[src/rtl/mem_port_arbiter_pkg.sv]
// Shared types and message-size constants for the two-port memory arbiter.
package mem_port_arbiter_pkg;

  localparam int VC_MEM_REQ_MSG_SZ  = 67;  // 32-bit addr, 32-bit data
  localparam int VC_MEM_RESP_MSG_SZ = 35;  // 32-bit data

  typedef logic port_id_t;

  localparam port_id_t PORT_IMEM = 1'b0;
  localparam port_id_t PORT_DMEM = 1'b1;

  function automatic port_id_t other_port(input port_id_t p);
    return ~p;
  endfunction

endpackage

[src/rtl/mem_port_id_queue.sv]
// Generic synchronous FIFO; push/pop take effect at posedge, head is visible the cycle after a push.
// A push while full or a pop while empty is ignored; full/empty come from the registered count.
module mem_port_id_queue #(
  parameter int p_width = 1,
  parameter int p_depth = 4
) (
  input  logic                       clk,
  input  logic                       rst_n,
  input  logic                       i_push,
  input  logic [p_width-1:0]         i_push_dat,
  input  logic                       i_pop,
  output logic [p_width-1:0]         o_pop_dat,
  output logic                       o_full,
  output logic                       o_empty,
  output logic [$clog2(p_depth):0]   o_count
);

  localparam int AW = $clog2(p_depth);
  localparam int CW = AW + 1;

  logic [p_width-1:0] r_mem [p_depth];
  logic [AW-1:0]      r_wr_ptr;
  logic [AW-1:0]      r_rd_ptr;
  logic [CW-1:0]      r_count;
  logic               w_push_ok;
  logic               w_pop_ok;

  assign o_full    = (r_count == CW'(p_depth));
  assign o_empty   = (r_count == '0);
  assign o_count   = r_count;
  assign o_pop_dat = r_mem[r_rd_ptr];
  assign w_push_ok = i_push && !o_full;
  assign w_pop_ok  = i_pop && !o_empty;

  // Depth is a power of two, so the pointers wrap by plain overflow.
  always_ff @(posedge clk or negedge rst_n) begin
    if (!rst_n) begin
      r_wr_ptr <= '0;
      r_rd_ptr <= '0;
      r_count  <= '0;
    end else begin
      if (w_push_ok) r_wr_ptr <= r_wr_ptr + AW'(1);
      if (w_pop_ok)  r_rd_ptr <= r_rd_ptr + AW'(1);
      case ({w_push_ok, w_pop_ok})
        2'b10:   r_count <= r_count + CW'(1);
        2'b01:   r_count <= r_count - CW'(1);
        default: r_count <= r_count;
      endcase
    end
  end

  always_ff @(posedge clk) begin
    if (w_push_ok) r_mem[r_wr_ptr] <= i_push_dat;
  end

endmodule

[src/rtl/mem_port_arbiter.sv]
// Round-robin merge of imem/dmem ports onto one in-order memory port; zero-latency request and response paths.
// Requests stall (both rdy low) when p_max_inflight are outstanding; a response stalls until its owning port is ready.
module mem_port_arbiter
  import mem_port_arbiter_pkg::*;
#(
  parameter int p_req_sz       = VC_MEM_REQ_MSG_SZ,
  parameter int p_resp_sz      = VC_MEM_RESP_MSG_SZ,
  parameter int p_max_inflight = 4
) (
  input  logic                              clk,
  input  logic                              reset,
  input  logic [p_req_sz-1:0]               req0_msg,
  input  logic                              req0_val,
  output logic                              req0_rdy,
  output logic [p_resp_sz-1:0]              resp0_msg,
  output logic                              resp0_val,
  input  logic                              resp0_rdy,
  input  logic [p_req_sz-1:0]               req1_msg,
  input  logic                              req1_val,
  output logic                              req1_rdy,
  output logic [p_resp_sz-1:0]              resp1_msg,
  output logic                              resp1_val,
  input  logic                              resp1_rdy,
  output logic [p_req_sz-1:0]               memreq_msg,
  output logic                              memreq_val,
  input  logic                              memreq_rdy,
  input  logic [p_resp_sz-1:0]              memresp_msg,
  input  logic                              memresp_val,
  output logic                              memresp_rdy,
  output logic [$clog2(p_max_inflight):0]   inflight,
  output logic                              err
);

  port_id_t r_prio;
  logic     r_err;
  port_id_t w_grant;
  port_id_t w_head;
  logic     w_fav_val;
  logic     w_oth_val;
  logic     w_full;
  logic     w_empty;
  logic     w_push;
  logic     w_pop;
  logic     w_head_rdy;

  assign w_fav_val = (r_prio == PORT_DMEM) ? req1_val : req0_val;
  assign w_oth_val = (r_prio == PORT_DMEM) ? req0_val : req1_val;
  // With no request pending the favoured port is nominally granted.
  assign w_grant   = (w_fav_val || !w_oth_val) ? r_prio : other_port(r_prio);

  assign memreq_val = (req0_val || req1_val) && !w_full;
  assign memreq_msg = (w_grant == PORT_DMEM) ? req1_msg : req0_msg;
  assign req0_rdy   = (w_grant == PORT_IMEM) && memreq_rdy && !w_full;
  assign req1_rdy   = (w_grant == PORT_DMEM) && memreq_rdy && !w_full;
  assign w_push     = memreq_val && memreq_rdy;

  assign w_head_rdy  = (w_head == PORT_DMEM) ? resp1_rdy : resp0_rdy;
  assign memresp_rdy = !w_empty && w_head_rdy;
  assign resp0_val   = memresp_val && !w_empty && (w_head == PORT_IMEM);
  assign resp1_val   = memresp_val && !w_empty && (w_head == PORT_DMEM);
  assign resp0_msg   = memresp_msg;
  assign resp1_msg   = memresp_msg;
  assign w_pop       = memresp_val && memresp_rdy;
  assign err         = r_err;

  mem_port_id_queue #(
    .p_width ($bits(port_id_t)),
    .p_depth (p_max_inflight)
  ) u_id_queue (
    .clk        (clk),
    .rst_n      (reset),
    .i_push     (w_push),
    .i_push_dat (w_grant),
    .i_pop      (w_pop),
    .o_pop_dat  (w_head),
    .o_full     (w_full),
    .o_empty    (w_empty),
    .o_count    (inflight)
  );

  always_ff @(posedge clk or negedge reset) begin
    if (!reset) begin
      r_prio <= PORT_IMEM;
      r_err  <= 1'b0;
    end else begin
      if (w_push)                  r_prio <= other_port(w_grant);
      if (memresp_val && w_empty)  r_err  <= 1'b1;
    end
  end

endmodule

[config.mk]
export PLATFORM = sky130hd
export DESIGN_NAME = mem_port_arbiter
export DESIGN_NICKNAME = d
export VERILOG_FILES = /design/src/rtl/mem_port_arbiter_pkg.sv /design/src/rtl/mem_port_id_queue.sv /design/src/rtl/mem_port_arbiter.sv
export SDC_FILE = /design/constraint.sdc
export NUM_CORES = 1
export LEC_CHECK = 0
export ABC_CLOCK_PERIOD_IN_PS = 2240
export BUFFER_PORTS_ARGS = -buffer_cell sky130_fd_sc_hd__buf_4
export CORE_AREA = 2 2 125 127
export DETAILED_ROUTE_END_ITERATION = 12
export DIE_AREA = 0 0 127 129
export GPL_TIMING_DRIVEN = 0
export MAX_ROUTING_LAYER = met4
export PLACE_DENSITY_LB_ADDON = 0.12
export RECOVER_POWER = 25
export REMOVE_ABC_BUFFERS = 1
export SYNTH_ARGS = -nofsm -noshare
export SYNTH_HDL_FRONTEND = slang
export SYNTH_HIERARCHICAL = 1
export SYNTH_SLANG_ARGS = --single-unit
export TNS_END_PERCENT = 30
[constraint.sdc]
create_clock -name clk -period 2.24 [get_ports clk]
set_input_delay 0.448 -clock clk [delete_from_list [all_inputs] [get_ports clk]]
set_output_delay 0.448 -clock clk [all_outputs]
set_load 0.01 [all_outputs]
==> results_dict.tcl <==
set metrics [dict create \
    diodes 0 \
    slew_headroom 0.650 \
    drive_above_1_share 0.847 \
    drt_iter0_drc 60 \
    fin_skew_ps 3.34 \
    worstMarginPinSlew_ps 525 \
    final-max-slew-violation-count 0 \
    vdd_drop_max_mv 0.257 \
    max_cap_viol_count 0 \
    combinationalPowerShare 0.739 \
    syn_area_um2 2100 \
    r2r-end "u_id_queue/o_count[2]" \
    postCtsHoldBufs 0 \
    n_fill_cell 1610 \
    hold_viol 0 \
    worstPathArrival_ps 2500 \
    cp_max_fo 2 \
    synth_area_leaders "mux2_2, buf_4, dfrtp_1, edfxtp_1, ha_1" \
    syn_avg_cell_area_um2 10.1 \
    overflow 0 \
    nets 551 \
    synth_common_cells "buf_4, mux2_2, nor2_1, dfrtp_1, inv_1" \
    startpoint_type "register" \
    die_h_um 129 \
    htreeDepth 1 \
    via_per_inst 3.85 \
    reg2reg_slack_ps -90 \
    post-place-ws_ps -535 \
    ant_nets 0 \
    grt_use_total 0.132 \
    antenna_found_initial 0 \
    cts_buffer_depth 2 \
    hold_class "input pin to asynchronous set/reset pin" \
    cp_slowest_stage_delay_ps 530 \
    clock_power_share 0.109 \
    gp_congestion 0.711 \
    status "finished, violations left" \
    crit_type "register to register" \
    cts_tree "yes" \
    syn_inst 208 \
    async_reset_ff_frac 0.692 \
    p_switching_mw 1.10 \
    crit_chain "mux4_2, mux2i_1, nor2_1, o31a_2, ha_4, inv_2, fa_2, xor2_1, nor2_1, xor2_1" \
    syn2layout_area_growth_pct 84.5 \
    dp_cells 539 \
    numCtsBuffers 3 \
    ys_seq_area_frac 0.165 \
    critPathTopFamily "multiplexers" \
    wirelength_mm 11.7 \
    cp-end-kind "register" \
    portBuffers 218 \
    start_util 0.140 \
    synth-edff-count 4 \
    worstSetupStartpoint "u_id_queue/r_rd_ptr[0]" \
    max_freq_mhz 429 \
    period_share 1.04 \
    power_density_nw_per_um2 791 \
    yosys_warnings 6 \
    cts_sinks 13 \
    violations "negative setup slack" \
    fin_crit_ps 2330 \
    coreArea_um2 15000 \
    wl_per_cell_um 21.2 \
    slowest_stage "mux4_2" \
    post-route-drc-count 0 \
    cp.buffers_inverters 1 \
    synth_top_area_frac 0.328 \
    p_leak_nw 1.96 \
    reg2reg_from "u_id_queue/r_rd_ptr[0]" \
    grt_max_degree 16 \
    stdcell_count 555 \
    vias 2137 \
    ys.flop_type "dfrtp_1" \
    fp-row-count 45 \
    timing.final.ws_setup_ps -92.3 \
    synth_seq_cells 13 \
    grt_pass1_vias 2209 \
    clock_latency_ps 240 \
    fin_tns_setup_ps -92.3 \
    netSwitchingFraction 0.361 \
    p_total_mw 3.06 \
    dieArea_um2 16400 \
    synth.distinct_cells 27 \
    p_seq_frac 0.152 \
    clk_pin_slew_ps 50 \
    die_w_um 127 \
    hpwlAfterDp_mm 9.57 \
    synth_most_common_cell "buf_4" \
    setup_viol 1 \
    grt_pass1_wl_mm 15.2 \
    p_int_mw 1.96 \
    rsz0062_at_grt "true" \
    yosysTopAreaCell "mux2_2" \
    cts_root_buf "clkbuf_16" \
    ios 324 \
    r2r_cells 10 \
    drtPass1Iterations 4 \
    worstPathRequired_ps 2400 \
]
-- how the worst max path moves through the flow --
| stage | end | depth (start not counted) |
|---|---|---|
| floorplan | memreq_msg[10] | 3 |
| global placement | memreq_msg[50] | 4 |
| detailed placement | memreq_msg[50] | 7 |
| CTS | u_id_queue/o_count[2] | 10 |
| global route | u_id_queue/o_count[2] | 10 |
| finish | u_id_queue/o_count[2] | 10 |
-- stage by stage --
stage          cell area [µm²]  hold slack (ps)   util
2_1_floorplan             1500              152      -
3_3_place_gp              3380              288  0.225
3_5_place_dp              3420              284  0.229
4_1_cts                   3650             31.8  0.244
5_1_grt                   3870              198  0.258
6_report                  3870              158  0.258
-- timing repair --
| action | 4_1_cts | 5_1_grt |
|---|---|---|
| setup endpoints to repair | 69 | 46 |
| gates resized for setup | 11 | 54 |
| cloned | 3 | 0 |
| pin swaps | 3 | 4 |
| buffers inserted | 7 | 2 |
-- state kept, by name, indices dropped and copies added, names as in the netlist --
register             flops
u_id_queue/o_count       3
u_id_queue/r_wr_ptr      2
u_id_queue/r_rd_ptr      2
err                      1
r_prio                   1
u_id_queue/r_mem         4
-- cell type report --
class / count / area (µm²) / share of cell area
clock buffer: 4 / 78.8 / 0.0204
inverter: 8 / 30.0 / 0.00776
multi-input combinational: 111 / 1280 / 0.332
sequential: 13 / 345 / 0.0893
tap: 188 / 235 / 0.0608
timing repair buffer: 231 / 1900 / 0.490
-- power groups by stage --
stage / combinational, mW / sequential (mW) / clock (mW)
after floorplan: 0.967 / 0.460 / 0
after detailed placement: 1.87 / 0.469 / 0
after CTS: 2.11 / 0.463 / 0.340
after global placement: 1.83 / 0.466 / 0
final: 2.26 / 0.465 / 0.333
after global routing: 2.43 / 0.482 / 0.356
-- worst register-to-register path, delay by kind of cell, from the launching register on --
kind	cells	cell delay [ps]
DFF	1	370
and+or+nand+nor	2	230
buffers and inverters	1	40
adders and majority gates	2	460
AOI/OAI and AO/OA	1	180
xor gates and xnor gates	2	290
muxes	2	680
-- logic make-up after synthesis --
kind of cell / share of synthesized area
XOR/XNOR: 0.0251
adder cells (fa/ha/maj): 0.0394
buffers and inverters: 0.297
flip-flops: 0.165
AO/OA/AOI/OAI: 0.0203
multiplexers: 0.389
AND/OR/NAND/NOR: 0.0644
-- cell usage in the layout (no fill, tap or decap), types with 2 or more instances in the layout --
cell	instances
buf_6	17
clkbuf_16	4
buf_4	207
ha_1	4
edfxtp_1	4
mux2_4	32
and2_2	2
dfrtp_1	9
inv_1	7
nand2b_1	2
xor2_1	3
nor2_1	10
xnor2_1	3
buf_16	3
buf_12	2
mux2i_1	2
o21ai_4	2
clkbuf_1	2
mux2_1	3
mux2_2	33
and2_1	2
-- per-layer routing --
layer,routed length (µm),share of wire,track usage,vias to the layer above
met5,0,0,-,-
li1,-,-,-,953
met2,5280,0.45,0.191,210
met3,2050,0.17,0.109,4
met1,4380,0.37,0.145,970
met4,29,0.0025,0.0136,0
No activity file was read; power rests on OpenSTA's default activity.
